$ cat config.mk
export PLATFORM = sky130hd
export DESIGN_NAME = shift_rcvr_flat
export DESIGN_NICKNAME = d
export VERILOG_FILES = /design/src/rtl/shift_rcvr_if.sv /design/src/rtl/shift_rcvr.sv /design/src/flat_wrapper.sv
export SDC_FILE = /design/constraint.sdc
export NUM_CORES = 1
export LEC_CHECK = 0
export CAP_MARGIN = 20
export CORE_ASPECT_RATIO = 1.5
export CORE_MARGIN = 1.5
export CORE_UTILIZATION = 44
export CTS_CLUSTER_DIAMETER = 60
export DETAILED_ROUTE_END_ITERATION = 10
export PLACE_DENSITY = 0.69
export SYNTH_ARGS = -nofsm -noshare
export SYNTH_HDL_FRONTEND = slang
export SYNTH_SLANG_ARGS = --single-unit
export TNS_END_PERCENT = 10
$ cat constraint.sdc
create_clock -name clk -period 1.45 [get_ports clk]
set_input_delay 0.2175 -clock clk [delete_from_list [all_inputs] [get_ports clk]]
set_output_delay 0.2175 -clock clk [all_outputs]
set_load 0.1 [all_outputs]
$ cat src/rtl/shift_rcvr_if.sv
// shift_rcvr_if: serial sample inputs and word handshake of the shift receiver
interface shift_rcvr_if #(
  parameter int SIZE    = 8,
  parameter int IN_SIZE = 1
);
  logic [IN_SIZE-1:0] din;
  logic               se;
  logic               clr;
  logic               ready;
  logic [SIZE-1:0]    dout;
  logic               valid;
  logic               partial;
  logic               overrun;
  modport master (output din, se, clr, ready, input dout, valid, partial, overrun);
  modport slave  (input din, se, clr, ready, output dout, valid, partial, overrun);
endinterface

$ cat src/rtl/shift_rcvr.sv
// shift_rcvr: deserializer with bit counter and valid/ready holding register; SHIFT_RCVR_LSB_FIRST_EN selects LSB-first assembly
module shift_rcvr #(
  parameter int SIZE    = 8,
  parameter int IN_SIZE = 1
) (
  input logic        clk,
  input logic        rst,
  shift_rcvr_if.slave bus
);
  localparam int CW = $clog2(SIZE + 1);
  localparam logic [CW-1:0] INC  = CW'(IN_SIZE);
  localparam logic [CW-1:0] LAST = CW'(SIZE - IN_SIZE);
  logic [SIZE-1:0] sr, asm_w;
  logic [CW-1:0]   cnt, cnt_nx;
  logic            done;
  // word including this cycle's sample, completion detect and next count
  always_comb begin
`ifdef SHIFT_RCVR_LSB_FIRST_EN
    asm_w  = {bus.din, sr[SIZE-1:IN_SIZE]};
`else
    asm_w  = {sr[SIZE-IN_SIZE-1:0], bus.din};
`endif
    done   = bus.se && !bus.clr && cnt == LAST;
    cnt_nx = bus.clr ? '0 : !bus.se ? cnt : done ? '0 : cnt + INC;
  end
  // shift/count state, holding register handshake and sticky overrun
  always_ff @(posedge clk) begin
    if (rst) begin
      sr          <= '0;
      cnt         <= '0;
      bus.dout    <= '0;
      bus.valid   <= 1'b0;
      bus.overrun <= 1'b0;
      bus.partial <= 1'b0;
    end else begin
      cnt         <= cnt_nx;
      bus.partial <= cnt_nx != '0;
      if (bus.clr) sr <= '0;
      else if (bus.se) sr <= asm_w;
      if (bus.clr) bus.overrun <= 1'b0;
      else if (done && bus.valid && !bus.ready) bus.overrun <= 1'b1;
      if (done && (!bus.valid || bus.ready)) begin
        bus.dout  <= asm_w;
        bus.valid <= 1'b1;
      end else if (bus.valid && bus.ready) bus.valid <= 1'b0;
    end
  end
endmodule

$ cat src/flat_wrapper.sv
// flat-port wrapper written by rule: the top's interface ports become plain ports
module shift_rcvr_flat 
#(
  parameter int SIZE    = 8,
  parameter int IN_SIZE = 1
)
  (clk, rst, bus_din, bus_se, bus_clr, bus_ready, bus_dout, bus_valid, bus_partial, bus_overrun);
  shift_rcvr_if #(.SIZE(SIZE), .IN_SIZE(IN_SIZE)) bus_i ();
  input logic clk;
  input logic rst;
  input wire logic [$bits(bus_i.din)-1:0] bus_din;
  input wire logic [$bits(bus_i.se)-1:0] bus_se;
  input wire logic [$bits(bus_i.clr)-1:0] bus_clr;
  input wire logic [$bits(bus_i.ready)-1:0] bus_ready;
  output wire logic [$bits(bus_i.dout)-1:0] bus_dout;
  output wire logic [$bits(bus_i.valid)-1:0] bus_valid;
  output wire logic [$bits(bus_i.partial)-1:0] bus_partial;
  output wire logic [$bits(bus_i.overrun)-1:0] bus_overrun;
  assign bus_i.din = bus_din;
  assign bus_i.se = bus_se;
  assign bus_i.clr = bus_clr;
  assign bus_i.ready = bus_ready;
  assign bus_dout = bus_i.dout;
  assign bus_valid = bus_i.valid;
  assign bus_partial = bus_i.partial;
  assign bus_overrun = bus_i.overrun;
  shift_rcvr #(.SIZE(SIZE), .IN_SIZE(IN_SIZE)) u_core (.clk(clk), .rst(rst), .bus(bus_i));
endmodule
* After elaboration in Yosys (flattened, before gate mapping) *
Index checks and enable logic that the tools add are counted.

word-level totals
  input port bits = 6
  register bits after elaboration = 22
  output and inout bits = 11
  logic and storage cells = 26

operators by class
  reduce and logical (&&, ||, !) cells = 13
  multiplexer cells = 5
  eq/ne operators = 1
  $add $sub $neg = 1

operators with widths
  kind                   count
  $mux W4                3
  $logic_and A1 B1 Y1    6
  $add A4 B1 Y4 const B  1
  $eq A4 B3 Y1 const B   1
  $reduce_bool A4 Y1     1
  $logic_not A1 Y1       3
  $mux W1                2
  $reduce_bool A2 Y1     1
  $reduce_or A2 Y1       1
  $logic_or A1 B1 Y1     1

* Logic depth before layout (Yosys ltp) *
  word-level depth = 7
  depth in mapped cells = 5
  mapped depth without buffers = 4

* Least setup slack after synthesis *
Ideal clock, no wire load.

  path type = register to register
  start point = register u_core.bus.valid
  end point = register u_core.bus.dout[0]
  arrival time = 1.529 ns
  period minus slack after synthesis = 1.650 ns
  stages on the path, launching flop included = 5
  setup slack = -0.200 ns
  required time = 1.329 ns
  library setup time = 0.121 ns
  buffers on the path = 1
  path through = dfxtp_1 -> nand2b_1 -> nor3b_2 -> buf_6 -> mux2i_1

on the way
  word-level cells in the longest chain between the ends = 3

RTL lines
  element                   line                 RTL
  start: declaration        shift_rcvr_if.sv:15  modport slave (input din, se, clr, ready, output dout, valid, partial, overrun);
  start signal: assignment  shift_rcvr.sv:32     bus.valid <= 1'b0;
  start signal: assignment  shift_rcvr.sv:44     bus.valid <= 1'b1;
  start signal: assignment  shift_rcvr.sv:45     end else if (bus.valid && bus.ready) bus.valid <= 1'b0;
  $logic_not A1 Y1          shift_rcvr.sv:42     if (done && (!bus.valid || bus.ready)) begin
  $logic_or A1 B1 Y1        shift_rcvr.sv:42
  $logic_and A1 B1 Y1       shift_rcvr.sv:42
  end signal: assignment    shift_rcvr.sv:43     bus.dout <= asm_w;
  end: declaration          shift_rcvr_if.sv:15

Every way passes these cells.
A chain may end at the register's enable or synchronous reset.

* Worst setup path after layout *
  start point = register u_core.cnt[0]
  end point = register u_core.bus.dout[0]

on the way
  word-level cells in the longest chain between the ends = 3

RTL lines
  element                   line              RTL
  start: declaration        shift_rcvr.sv:14  logic [CW-1:0] cnt, cnt_nx;
  start signal: assignment  shift_rcvr.sv:36  cnt <= cnt_nx;
  $eq A4 B3 Y1              shift_rcvr.sv:23  done = bus.se && !bus.clr && cnt == LAST;
  $logic_and A1 B1 Y1       shift_rcvr.sv:23
  $logic_and A1 B1 Y1       shift_rcvr.sv:42

Every way passes these cells.

==> results.json <==
{
  "worstReg2RegStart": "u_core.cnt[0]",
  "grt_pass1_vias": 665,
  "drt_first_pass_iters": 4,
  "diodes": 0,
  "ios": 17,
  "antenna_found_initial": 0,
  "globalRouteOverflowTotal": 0,
  "worstMarginPinSlew_ps": 408,
  "initial_core_util": 0.470,
  "syn-mean-instance-area_sq_um": 10.0,
  "place_congestion": 0.704,
  "netlist_area_sq_um": 963,
  "relSlewSlack": 0.728,
  "dieArea_sq_um": 2490,
  "n_fill_cell": 163,
  "root_buffer": "clkbuf_4",
  "endpoint_kind": "flop",
  "ys_types": 27,
  "insertion_delay_ps": 310,
  "rsz0062_at_grt": "false",
  "fin_setup_tns_ps": 0,
  "crit_fanout": 8,
  "vias_per_cell": 5.05,
  "synth_warnings": 0,
  "dp_hpwl_mm": 1.35,
  "power.density_nw_per_um2": 782,
  "fin_ws_ps": 79.3,
  "crit_path_cell_trace": "ha_1 -> nand4b_4 -> nor3b_2 -> buf_4 -> mux2i_1",
  "fp.dieH_microns": 60.3,
  "arrival_ps": 1610,
  "period_share": 0.945,
  "drc": 0,
  "synth_cells": 96,
  "synth_seq_cells": 22,
  "clock_sinks": 22,
  "gr-usage-all-layers": 0.159,
  "io_buffers": 16,
  "core-area_sq_um": 2050,
  "grt_max_degree": 17,
  "grt_pass1_wl_mm": 2.68,
  "drive_gt1_frac": 0.240,
  "period_needed_ps": 1370,
  "yosysSeqAreaShare": 0.457,
  "ys_async_sr_fraction": 0,
  "holdBufCountCts": 0,
  "required_ps": 1690,
  "clk_path_buf_depth": 2,
  "status": "finished clean",
  "ir_drop_mv": 0.632,
  "fin_util": 0.656,
  "drt-total-wl_mm": 1.67,
  "via_count": 722,
  "clkTransAtPathRegs_ps": 120,
  "worst_setup_path_start_kind": "flop",
  "dp.cells": 139,
  "clock_skew_ps": 7.38,
  "post-place-ws_ps": -126,
  "synth_fp_nets": 103,
  "power.leakage_nw": 0.544,
  "cts-resized-gates": 0,
  "hold_path.startpoint": "u_core.sr[6]",
  "layout-area-overhead-vs-synth_pct": 39.7,
  "slew_violations": 0,
  "wl_per_cell_microns": 11.7,
  "htree_levels": 1,
  "die_x_microns": 41.2,
  "finalSetupViolations": 0,
  "hp-class": "reg2reg",
  "critical_path_class": "reg2reg",
  "rows": 20,
  "cts_made_buffers": 3,
  "cts_setup_buffers": 0,
  "final_cells": 143,
  "postRouteAntennaNets": 0,
  "cts_tree": "done",
  "fmax_mhz": 730,
  "placed_cell_area_sq_um": 1310,
  "drtIter0Drc": 14,
  "synth-main-ff-cell": "dfxtp_1",
  "synth-edff-count": 0,
  "cp_slowest_stage_delay_ps": 360,
  "crit_start": "u_core.cnt[0]",
  "final_cell_area_sq_um": 1350,
  "maxCapViolCount": 0,
  "final_hold_viol_count": 0,
  "nNetsFinal": 129,
  "cp_slowest_cell": "dfxtp_1"
}
## synthesized netlist by cell type (2+ instances only)
| master | n | area (sq um) |
|---|---|---|
| dfxtp_1 | 22 | 440 |
| nand2b_1 | 19 | 119 |
| mux2i_1 | 16 | 160 |
| nor2_1 | 11 | 41.3 |
| clkbuf_1 | 2 | 7.51 |
| inv_1 | 2 | 7.51 |
| nand2_1 | 2 | 7.51 |
| nor3_1 | 2 | 10.0 |
| o21a_1 | 2 | 15.0 |
## routing by layer
layer  vias up  GRT usage  wire length (microns)
li1        372          -                      -
met1       337      0.171                    684
met2         9      0.272                    916
met3         4     0.0223                     35
met4         0     0.0968                     29
met5         -          0                      0
## area by class of cell
type	count	area [sq um]	area share
Sequential cell	22	442	0.328
Timing Repair Buffer	27	353	0.262
Inverter	2	7.51	0.00558
Multi-Input combinational cell	66	480	0.357
Tap cell	22	27.5	0.0204
Clock buffer	4	36.3	0.0270
## placed cells by master (no fill, tap or decap), drive strengths merged, types with 2 or more instances in the layout
cell,netlist,layout
clkbuf,2,4
inv,2,2
nor3,2,2
nor2,11,11
clkdlybuf4s50,0,5
o21ai,2,2
buf,4,22
dfxtp,22,22
nand2,2,2
o21a,2,2
a21boi,2,2
nand2b,19,19
mux2i,16,16
## final timing paths
path	to	slack, ps	cells past startpoint
setup / recovery	u_core.bus.dout[0]	80	5
hold / removal	u_core.bus.dout[7]	500	2
setup reg to reg	u_core.bus.dout[0]	80	5
hold reg to reg	u_core.bus.dout[7]	500	2
## report_power, final
| group | internal, mW | switching (mW) | leakage (nW) |
|---|---|---|---|
| Sequential | 0.609 | 0.00358 | 0.178 |
| Clock | 0.153 | 0.184 | 0.0210 |
| Combinational | 0.0529 | 0.0502 | 0.344 |
## per-stage QoR
step	power, mW	hold slack [ps]
5_1_grt	1.08	524
3_3_place_gp	0.729	473
2_1_floorplan	0.687	365
6_report	1.05	495
4_1_cts	1.06	495
3_5_place_dp	0.730	476
## cells by family (layout without fill, tap and decap cells)
kind of cell,after synthesis,in the layout,synth area share
simple gates,39,39,0.244
fa+ha+maj,1,1,0.0130
xor+xnor,1,1,0.00909
flops,22,22,0.457
mux,16,16,0.166
buf+inv,8,33,0.0442
compound gates,9,9,0.0662
## registers in the layout, indices dropped and copies added, names as in the netlist
name / count
u_core.bus.dout: 8
u_core.sr: 7
u_core.cnt: 4
u_core.bus.overrun: 1
u_core.bus.partial: 1
u_core.bus.valid: 1
## worst max-delay path: cells and delay by family, from the launching register on
family | cells | cell delay, ps
fa+ha+maj | 1 | 240
simple gates | 2 | 300
flops | 1 | 360
buf+inv | 1 | 210
mux | 1 | 200
Note: power is estimated with default switching activity, not from simulation.
